File: src/rtl/cordic_seq_ctrl.sv
// Sequential CORDIC engine: one micro-rotation per clock in rotation or vectoring mode.
// The arctan table lives outside; it is addressed by atan_idx and answers combinationally.
module cordic_seq_ctrl #(
    parameter int ITERS = 16,
    parameter int IDXW  = 5
) (
    input  logic            clk,
    input  logic            rst_n,
    input  logic            start,
    input  logic            mode,
    input  logic [31:0]     x_in,
    input  logic [31:0]     y_in,
    input  logic [31:0]     z_in,
    output logic [IDXW-1:0] atan_idx,
    input  logic [31:0]     atan_val,
    output logic            busy,
    output logic            done,
    output logic [31:0]     x_out,
    output logic [31:0]     y_out,
    output logic [31:0]     z_out
);

    typedef enum logic [1:0] {
        S_IDLE = 2'd0,
        S_RUN  = 2'd1,
        S_DONE = 2'd2
    } state_t;

    localparam logic [IDXW-1:0] LAST_IDX = IDXW'(ITERS - 1);
    localparam logic [IDXW-1:0] IDX_ONE  = IDXW'(1);
    localparam logic [IDXW-1:0] IDX_ZERO = {IDXW{1'b0}};

    // d = +1 (returns 1) when rotation wants z toward 0 from above, or vectoring sees y below 0
    function automatic logic f_dir(input logic md, input logic [31:0] y, input logic [31:0] z);
        logic d;
        if (md) begin
            d = y[31];
        end else begin
            d = ($signed(z) > 32'sd0);
        end
        return d;
    endfunction

    state_t          r_state;
    state_t          w_state_nxt;
    logic [IDXW-1:0] r_idx;
    logic            r_mode;
    logic            r_busy;
    logic            r_done;
    logic [31:0]     r_x;
    logic [31:0]     r_y;
    logic [31:0]     r_z;
    logic            w_dir;
    logic [31:0]     w_x_sh;
    logic [31:0]     w_y_sh;
    logic [31:0]     w_x_nxt;
    logic [31:0]     w_y_nxt;
    logic [31:0]     w_z_nxt;

    assign atan_idx = r_idx;
    assign busy     = r_busy;
    assign done     = r_done;
    assign x_out    = r_x;
    assign y_out    = r_y;
    assign z_out    = r_z;

    // Next-state decode
    always_comb begin
        w_state_nxt = r_state;
        case (r_state)
            S_IDLE: begin
                if (start) begin
                    w_state_nxt = S_RUN;
                end else begin
                    w_state_nxt = S_IDLE;
                end
            end
            S_RUN: begin
                if (r_idx == LAST_IDX) begin
                    w_state_nxt = S_DONE;
                end else begin
                    w_state_nxt = S_RUN;
                end
            end
            S_DONE:  w_state_nxt = S_IDLE;
            default: w_state_nxt = S_IDLE;
        endcase
    end

    // One micro-rotation from the current register values
    always_comb begin
        w_dir  = f_dir(r_mode, r_y, r_z);
        w_x_sh = 32'($signed(r_x) >>> r_idx);
        w_y_sh = 32'($signed(r_y) >>> r_idx);
        if (w_dir) begin
            w_x_nxt = r_x - w_y_sh;
            w_y_nxt = r_y + w_x_sh;
            w_z_nxt = r_z - atan_val;
        end else begin
            w_x_nxt = r_x + w_y_sh;
            w_y_nxt = r_y - w_x_sh;
            w_z_nxt = r_z + atan_val;
        end
    end

    // State, index, status flags and working registers
    always_ff @(posedge clk) begin
        if (!rst_n) begin
            r_state <= S_IDLE;
            r_idx   <= IDX_ZERO;
            r_mode  <= 1'b0;
            r_busy  <= 1'b0;
            r_done  <= 1'b0;
            r_x     <= 32'd0;
            r_y     <= 32'd0;
            r_z     <= 32'd0;
        end else begin
            r_state <= w_state_nxt;
            r_busy  <= (w_state_nxt == S_RUN);
            r_done  <= (w_state_nxt == S_DONE);
            case (r_state)
                S_IDLE: begin
                    if (start) begin
                        r_x    <= x_in;
                        r_y    <= y_in;
                        r_z    <= z_in;
                        r_mode <= mode;
                        r_idx  <= IDX_ZERO;
                    end else begin
                        r_idx  <= IDX_ZERO;
                    end
                end
                S_RUN: begin
                    r_x <= w_x_nxt;
                    r_y <= w_y_nxt;
                    r_z <= w_z_nxt;
                    // index parks at 0 on the final step so atan_idx reads 0 outside RUN
                    if (r_idx == LAST_IDX) begin
                        r_idx <= IDX_ZERO;
                    end else begin
                        r_idx <= r_idx + IDX_ONE;
                    end
                end
                default: begin
                    r_idx <= IDX_ZERO;
                end
            endcase
        end
    end

endmodule

File: config.mk
export PLATFORM = sky130hd
export DESIGN_NAME = cordic_seq_ctrl
export DESIGN_NICKNAME = d
export VERILOG_FILES = /design/src/rtl/cordic_seq_ctrl.sv
export SDC_FILE = /design/constraint.sdc
export NUM_CORES = 1
export LEC_CHECK = 0
export ABC_AREA = 0
export BUFFER_PORTS_ARGS = -buffer_cell sky130_fd_sc_hd__buf_4
export CELL_PAD_IN_SITES_DETAIL_PLACEMENT = 0
export CELL_PAD_IN_SITES_GLOBAL_PLACEMENT = 1
export CORE_AREA = 2 2 269 138
export CTS_CLUSTER_DIAMETER = 200
export DETAILED_ROUTE_END_ITERATION = 7
export DIE_AREA = 0 0 271 140
export PLACE_DENSITY_LB_ADDON = 0.05
export SYNTH_ARGS = -nofsm -noshare
export SYNTH_HDL_FRONTEND = slang
export SYNTH_SLANG_ARGS = --single-unit
File: constraint.sdc
create_clock -name clk -period 6.3 [get_ports clk]
set_clock_uncertainty 0.1 [all_clocks]
set_input_delay 1.26 -clock clk [delete_from_list [all_inputs] [get_ports clk]]
set_output_delay 1.26 -clock clk [all_outputs]
set_load 0.1 [all_outputs]
---- Yosys cells after proc, flatten, opt, wreduce, memory -nomap -nowiden ----
Cells that the tools add are included.
word-level totals
  ROM bits ................................ 0
  output and inout bits ................... 103
  memory bits (writable) .................. 0
  bits in latches ......................... 0
  register bits ........................... 106
  memories kept ........................... 0
  logic and storage cells ................. 43
operators by class
  reductions and logical operators ........ 5
  equality and inequality tests ........... 5
  div/mod/pow operators ................... 0
  order comparisons ....................... 1
  $mul .................................... 0
  multiplexer cells ....................... 13
  bitwise logic cells ..................... 2
  add/subtract/negate cells ............... 7
  shifts and indexed selects .............. 2
operator list
  kind                                                             count
  two-way mux 32 bit                                               6
  one-hot mux 32 bit (2 select lines)                              3
  adder 32 bit                                                     3
  subtractor 32 bit                                                3
  >>> shifter 32 x 5 -> 32 bit                                     2
  greater-than comparator 32 x 1 -> 1 bit (second input constant)  1
  adder 5 x 1 -> 5 bit (second input constant)                     1
  equality test 5 x 4 -> 1 bit (second input constant)             1
  equality test 2 x 1 -> 1 bit (second input constant)             2
  one-hot mux 2 bit (2 select lines)                               1
  AND reduction 2 bit                                              2
  OR reduction 3 bit                                               1
  equality test 2 bit (second input constant)                      1
  zero test 2 bit                                                  1
  two-way mux 1 bit                                                2
  two-way mux 2 bit                                                1
  inequality test 2 bit (second input constant)                    1
  inverter 1 bit                                                   2
  nonzero test 2 bit                                               1

---- Depth between registers and ports, before layout ----
Gate-level depths: netlist (run 1).
  depth after elaboration ................. 4
  gate-level depth with buffers ........... 29

---- Worst setup path after synthesis (run 1) ----
Ideal clock, no wire load.
  kind .................................... register to register
  start ................................... register r_idx[1], in the netlist atan_idx[1]
  end ..................................... register r_y[29], in the netlist y_out[29]
  data arrival time ....................... 6.400 ns
  library setup time ...................... 0.091 ns
  required time ........................... 6.109 ns
  cell stages (with the launch flop) ...... 26
  buffers on the path ..................... 5
  path slack .............................. -0.291 ns
  cell sequence ........................... dfxtp_1 buf_4 buf_2 buf_2 buf_2 buf_1 mux4_2 a32o_1 nor3_1 ha_1 nand3_1 nor3_1 a21oi_1 xnor2_1 a21oi_1 ha_1 and3_1 a221oi_1 o21ai_0 a21oi_1 o21a_1 nor4_1 o41ai_1 xnor2_1 nor2_1 a311oi_1
on the way
  cells in the longest elaborated chain, start to end .. 4
  elaborated cells on any way between the ends .. 5
  classes of those cells .................. add/sub: 2; shift: 1; mux: 2
ends and longest elaborated chain
  element                                            line     source
  start, declared                                    46       logic [IDXW-1:0] r_idx;
  start signal, assigned                             141      r_idx <= r_idx + IDX_ONE;
  >>> shifter 32 x 5 -> 32 bit *                     93       w_x_sh = 32'($signed(r_x) >>> r_idx);
  subtractor 32 bit or adder 32 bit (tied branches)  101, 97
  two-way mux 32 bit *                               95       if (w_dir) begin
  one-hot mux 32 bit (2 select lines) *              121      case (r_state)
  end signal, assigned                               125      r_y <= y_in;
  end signal, assigned                               135      r_y <= w_y_nxt;
  end, declared                                      51       logic [31:0] r_y;
Mark *: on every way between the ends. The rest lies on a longest branch, timed or not.
A chain may end at the register's enable or synchronous reset.

---- Final worst setup path (run 1) ----
  start ................................... register r_idx[0], in the netlist atan_idx[0]
  end ..................................... register r_y[30], in the netlist y_out[30]
The elaborated chain is that of the path after synthesis.

==> results_dict.tcl, run 1 <==
set metrics [dict create \
    outcome "finished, final reports clean" \
    vdd_ir_drop_max_mv 0.226 \
    yosys-top-cells-area "dfxtp_1, mux4_2, ha_1" \
    r2r-end "y_out[30]" \
    synth_common_cells "nand2_1, nor2_1, a21oi_1" \
    worst_ep_arrival_time_ns 6.45 \
    synth-edff-count 0 \
    r2r-start "atan_idx[0]" \
    dieWidth_um 271 \
    yosysTopAreaCell "dfxtp_1" \
    io_buffers 234 \
    hpwl_mm 61.1 \
    powerDensity_mw_per_mm2 417 \
    drt_iter0_drc 2702 \
    topRoutingLayerUsed "met5" \
    die_h_um 140 \
    min_path_type "flop to flop" \
    cts_sinks 106 \
    vias 18700 \
    cts_buffers 9 \
    drive_above_1_share_pct 28.8 \
    rows 49 \
    grt_max_degree 75 \
    wl_met3_mm 11.6 \
    setup_viol 0 \
    hold_buffers 0 \
    fin_util_pct 55.8 \
    p_leak_nw 8.83 \
    avgViaCountPerCell 6.46 \
    grt_overflow_total 0 \
    place_congestion 1.10 \
    grt_pass1_vias 16700 \
    setup_tns_ns 0 \
    finalCriticalPeriod_ns 6.28 \
    firstDrtPassIters 7 \
    synth-seq-cells 106 \
    place_inst 2862 \
    grt_usage_pct 39.3 \
    r2r_slack_ns 0.02 \
    initial_core_util_pct 42.6 \
    startpoint_type "flop" \
    finalNetCount 2648 \
    relSlewSlack_pct 25.4 \
    clock_path_buffers 2 \
    timing.final.ws_setup_ns 0.0185 \
    grt_pass1_wl_mm 112 \
    slew_violations 0 \
    clkTransAtPathRegs_ns 0.09 \
    yosysWarningCount 0 \
    htree_levels 3 \
    core-area_mm2 0.0355 \
    fmax_mhz 159 \
    finalCritPeriodShare_pct 99.7 \
    whs_ns 0.433 \
    rsz0062_at_grt "true" \
    pre_cts_slack_ns -0.331 \
    ios 235 \
    wl_per_cell_um 26.6 \
    async_flop_share_pct 0 \
    criticalPathCategory "flop to flop" \
    ant_nets 0 \
    tightest_slew_ns 1.12 \
    min_from "z_out[10]" \
    die_area_mm2 0.0379 \
    layoutNonFillerInstCount 2898 \
    totalWireLength_mm 77.1 \
    min_to "z_out[10]" \
    synth.distinct_cells 81 \
    avgSynthCellArea_um2 7.57 \
    final-hold-violation-count 0 \
    ys_seq_area_share_pct 14.0 \
    clk_latency_ns 0.39 \
    drc_errors 0 \
    drv_cap 0 \
    tritoncts "yes" \
    synth_fp_nets 2238 \
    cp-end-kind "flop" \
    wl_met1_mm 36.5 \
    cp_max_fo 7 \
    synth-main-ff-cell "dfxtp_1" \
    syn_inst 1998 \
    netlist_area_mm2 0.0151 \
    synthMostInstantiatedCell "nand2_1" \
    synth_top_area_share_pct 14.0 \
    dr_wl_met2_mm 27.9 \
    worstPathRequired_ns 6.47 \
    syn_to_final_growth_pct 31.0 \
    hold_depth 2 \
    antenna_found_initial 2 \
    reg2regPathDepth 24 \
    cts-root-buf "clkbuf_16" \
]
## flip-flops by register name (all words and copies together) (netlist names)
name	flops
y_out	32
atan_idx	5
r_state	2
x_out	32
done	1
z_out	32
r_mode	1
busy	1
## layer usage
layer,GRT usage (%),vias up
li1,-,8287
met1,62.0,9081
met2,48.5,1260
met3,15.9,79
met4,5.23,4
met5,1.63,-
## worst max-delay path by stage
| stage | startpoint | to | slack [ns] | depth (start not counted) |
|---|---|---|---|---|
| after floorplan | atan_idx[1] | y_out[29] | 0.05 | 25 |
| after global placement | atan_val[6] | z_out[31] | -0.35 | 19 |
| after detailed placement | atan_val[6] | z_out[31] | -0.33 | 19 |
| after CTS | atan_idx[0] | x_out[30] | 0.006 | 23 |
| final | atan_idx[0] | y_out[30] | 0.02 | 24 |
| after global routing | atan_idx[0] | y_out[23] | -0.06 | 33 |
## placed cells by master, fill, tap and decap left out, drive strengths merged, types with 8 or more instances in the layout
cell type,synthesis,routed
a311oi,57,57
o22ai,13,13
nor2b,21,21
nor2,169,169
mux2,17,17
o31ai,25,25
and3,25,25
nor4,12,12
nand2,319,319
nand4,13,13
o21bai,15,15
and2,15,15
a31oi,10,10
a221oi,10,10
dfxtp,106,106
o21a,17,17
nor3,38,38
a31o,8,8
inv,40,44
mux4,66,66
a21oi,156,156
mux2i,38,38
or3,21,21
xnor2,93,93
o211ai,14,14
a21o,46,46
xor2,70,70
nand2b,21,21
nand3,38,38
a32oi,8,8
ha,105,105
o41ai,8,8
clkbuf,84,10
buf,46,528
or2,13,13
nor3b,12,12
o21ai,97,97
a211oi,31,31
## worst max-delay path, cell delays in order (launching register included)
cell and delay, ns:
dfxtp_4 0.37, buf_12 0.15, mux4_2 0.56, buf_4 0.17
mux4_2 0.54, mux2_4 0.32, a211o_1 0.27, or3_4 0.33
or4_4 0.61, nor2_4 0.12, nor2_1 0.06, xnor2_1 0.20
buf_4 0.21, ha_1 0.25, a21oi_2 0.16, nand2_1 0.08
a21oi_2 0.14, o21ai_0 0.10, a21oi_1 0.15, buf_4 0.17
o21ai_2 0.09, o41ai_4 0.36, o21ba_2 0.21, nor3_1 0.05
a2111oi_0 0.35
## cell type report
type | instances | area (um2)
diodes | 1 | 2.50
repair buffers | 529 | 4130
flip-flops and latches | 106 | 2130
clock inverters | 7 | 91.3
multi-input cells | 1720 | 12500
inverters | 42 | 158
well taps | 484 | 606
clock buffers | 9 | 225
fillers | 3423 | 15700
## repair_timing
item / CTS / global route
cloned: 0 / 1
endpoints found under the setup margin: 14 / 29
buffers inserted: 3 / 15
pin swaps: 0 / 18
hold endpoints to repair: 0 / 0
resized for setup: 7 / 42
## cell families (layout without fill, tap and decap cells)
logic type               after synthesis  after routing  share of synthesized area (%)
AND/OR/NAND/NOR                      739            739                           22.3
AO/OA/AOI/OAI                        588            588                           26.4
buffers and inverters                172            587                           4.91
XOR/XNOR                             164            164                           9.60
multiplexers                         121            121                           13.7
adder cells (fa/ha/maj)              108            108                           9.08
flip-flops                           106            106                           14.0
other                                  0              1                              0
## per-stage QoR
stage	instance area, um2	power, mW
finish	19800	8.27
global route	19800	8.68
CTS	19500	7.93
detailed placement	19100	7.22
global placement	19100	7.19
floorplan	15100	5.03
## power by group
part,internal (mW),switching [mW],leakage (nW)
logic,2.54,4.03,7.80
clock network,0.321,0.345,0.152
registers,0.801,0.225,0.882
total,3.66,4.60,8.83
No activity file was read; power rests on OpenSTA's default activity.
==> inputs of run 2 (changes only) <==
Settings changed: SETUP_SLACK_MARGIN set to 0.2.
==> results_dict.tcl, run 2 (same netlist as run 1, synthesis figures left out) <==
set metrics [dict create \
    cts_buffers 9 \
    cts_sinks 106 \
    finalNetCount 2668 \
    r2r_slack_ns 0.31 \
    core-area_mm2 0.0355 \
    grt_pass1_vias 16700 \
    drt_iter0_drc 2365 \
    cp_max_fo 7 \
    placed_area_mm2 0.0192 \
    vdd_ir_drop_max_mv 0.198 \
    criticalPathCategory "flop to flop" \
    grt_overflow_total 0 \
    fin_util_pct 56.8 \
    r2r-end "y_out[29]" \
    dieWidth_um 271 \
    rsz0062_at_grt "true" \
    clkTransAtPathRegs_ns 0.09 \
    drv_cap 0 \
    design_area_mm2 0.0202 \
    tightest_slew_ns 1.06 \
    r2r-start "atan_idx[0]" \
    antenna_found_initial 0 \
    fmax_mhz 167 \
    regArea_mm2 0.00213 \
    antennaDiodeCount 0 \
    grt_pass1_wl_mm 112 \
    die_area_mm2 0.0379 \
    final-hold-violation-count 0 \
    nFillCells 3392 \
    ant_nets 0 \
    place_inst 2875 \
    avgViaCountPerCell 6.42 \
    drive_above_1_share_pct 30.9 \
    finalCriticalPeriod_ns 5.99 \
    grt_max_degree 74 \
    whs_ns 0.432 \
    drc_errors 0 \
    slew_violations 0 \
    vias 18700 \
    clock_path_buffers 2 \
    powerDensity_mw_per_mm2 421 \
    io_buffers 234 \
    wl_per_cell_um 26.6 \
    hold_buffers 0 \
    startpoint_type "flop" \
    worstPathRequired_ns 6.50 \
    die_h_um 140 \
    tritoncts "yes" \
    initial_core_util_pct 42.6 \
    setup.worst_path.end "y_out[29]" \
    hpwl_mm 62.0 \
    min_path_type "flop to flop" \
    syn_to_final_growth_pct 33.4 \
    grt_usage_pct 39.4 \
    rows 49 \
    relSlewSlack_pct 28.7 \
    finalCritPeriodShare_pct 95.1 \
    clk_latency_ns 0.40 \
    layout_common_cells "buf_4, nand2_1, nor2_1, a21oi_1, ha_1" \
    totalWireLength_mm 77.6 \
    place_congestion 1.07 \
    layoutNonFillerInstCount 2917 \
    final_common_cell "buf_4" \
    multiInputGateArea_mm2 0.0127 \
    cp-end-kind "flop" \
    cts-root-buf "clkbuf_16" \
    ios 235 \
    outcome "finished, final reports clean" \
    worst_ep_arrival_time_ns 6.19 \
    setup_viol 0 \
    firstDrtPassIters 6 \
    crit_path_start "atan_idx[0]" \
    htree_levels 3 \
    p_leak_nw 8.97 \
    reg2regPathDepth 23 \
]
[run 2: layer usage]
metal,track usage [%],routed length (um),share of wire [%]
met5,0,0,0
met1,61.5,36500,47
met2,48.6,28100,36
met4,6.34,1130,1.5
met3,16.7,11800,15
[run 2: layout make-up]
| cell class | instances | area share [%] |
|---|---|---|
| tap | 484 | 3.00 |
| multi-input combinational | 1720 | 63.0 |
| sequential | 106 | 10.6 |
| clock inverter | 5 | 0.310 |
| clock buffer | 11 | 1.31 |
| inverter | 42 | 0.782 |
| timing repair buffer | 549 | 21.0 |
[run 2: worst min-delay path by stage]
stage          slack, ns  depth (start not counted)        end       from
2_1_floorplan       0.38                          2     r_mode     r_mode
3_3_place_gp        0.41                          2  z_out[19]  z_out[19]
3_5_place_dp        0.42                          2  z_out[19]  z_out[19]
4_1_cts             0.43                          2  z_out[19]  z_out[19]
5_1_grt             0.47                          2  z_out[11]  z_out[11]
6_report            0.43                          2  z_out[19]  z_out[19]
[run 2: power breakdown]
part | switching, mW | internal [mW] | leakage [nW]
Sequential | 0.207 | 0.802 | 0.882
Clock | 0.364 | 0.320 | 0.157
Combinational | 4.14 | 2.65 | 7.93
[run 2: critical path, stage by stage, from the launching register on]
cell	delay [ns]
dfxtp_4	0.42
buf_12	0.14
buf_4	0.11
mux4_2	0.51
mux2i_1	0.34
o22ai_1	0.14
nor3_2	0.35
nand4b_1	0.40
buf_4	0.27
or4_4	0.51
o21ai_2	0.15
xor2_1	0.20
ha_1	0.31
and3_4	0.22
a221oi_4	0.29
o21ai_2	0.11
a21oi_2	0.14
o21a_2	0.20
nor4_4	0.07
o41ai_2	0.33
buf_4	0.17
xnor2_2	0.11
nor2_1	0.06
a311oi_1	0.24
[run 2: what timing repair did]
item,CTS,global route
setup buffers,5,21
resized for setup,21,87
pin swaps,1,36
endpoints found under the setup margin,21,32
hold endpoints to repair,0,0
[run 2: through the flow]
| step | power [mW] | TNS (ns) | worst slack [ns] |
|---|---|---|---|
| 2_1_floorplan | 5.03 | 0 | 0.288 |
| 4_1_cts | 8.04 | 0 | 0.173 |
| 3_5_place_dp | 7.28 | -1.57 | -0.293 |
| 3_3_place_gp | 7.23 | -0.135 | -0.0598 |
| 5_1_grt | 8.89 | 0 | 0.114 |
| 6_report | 8.49 | 0 | 0.307 |
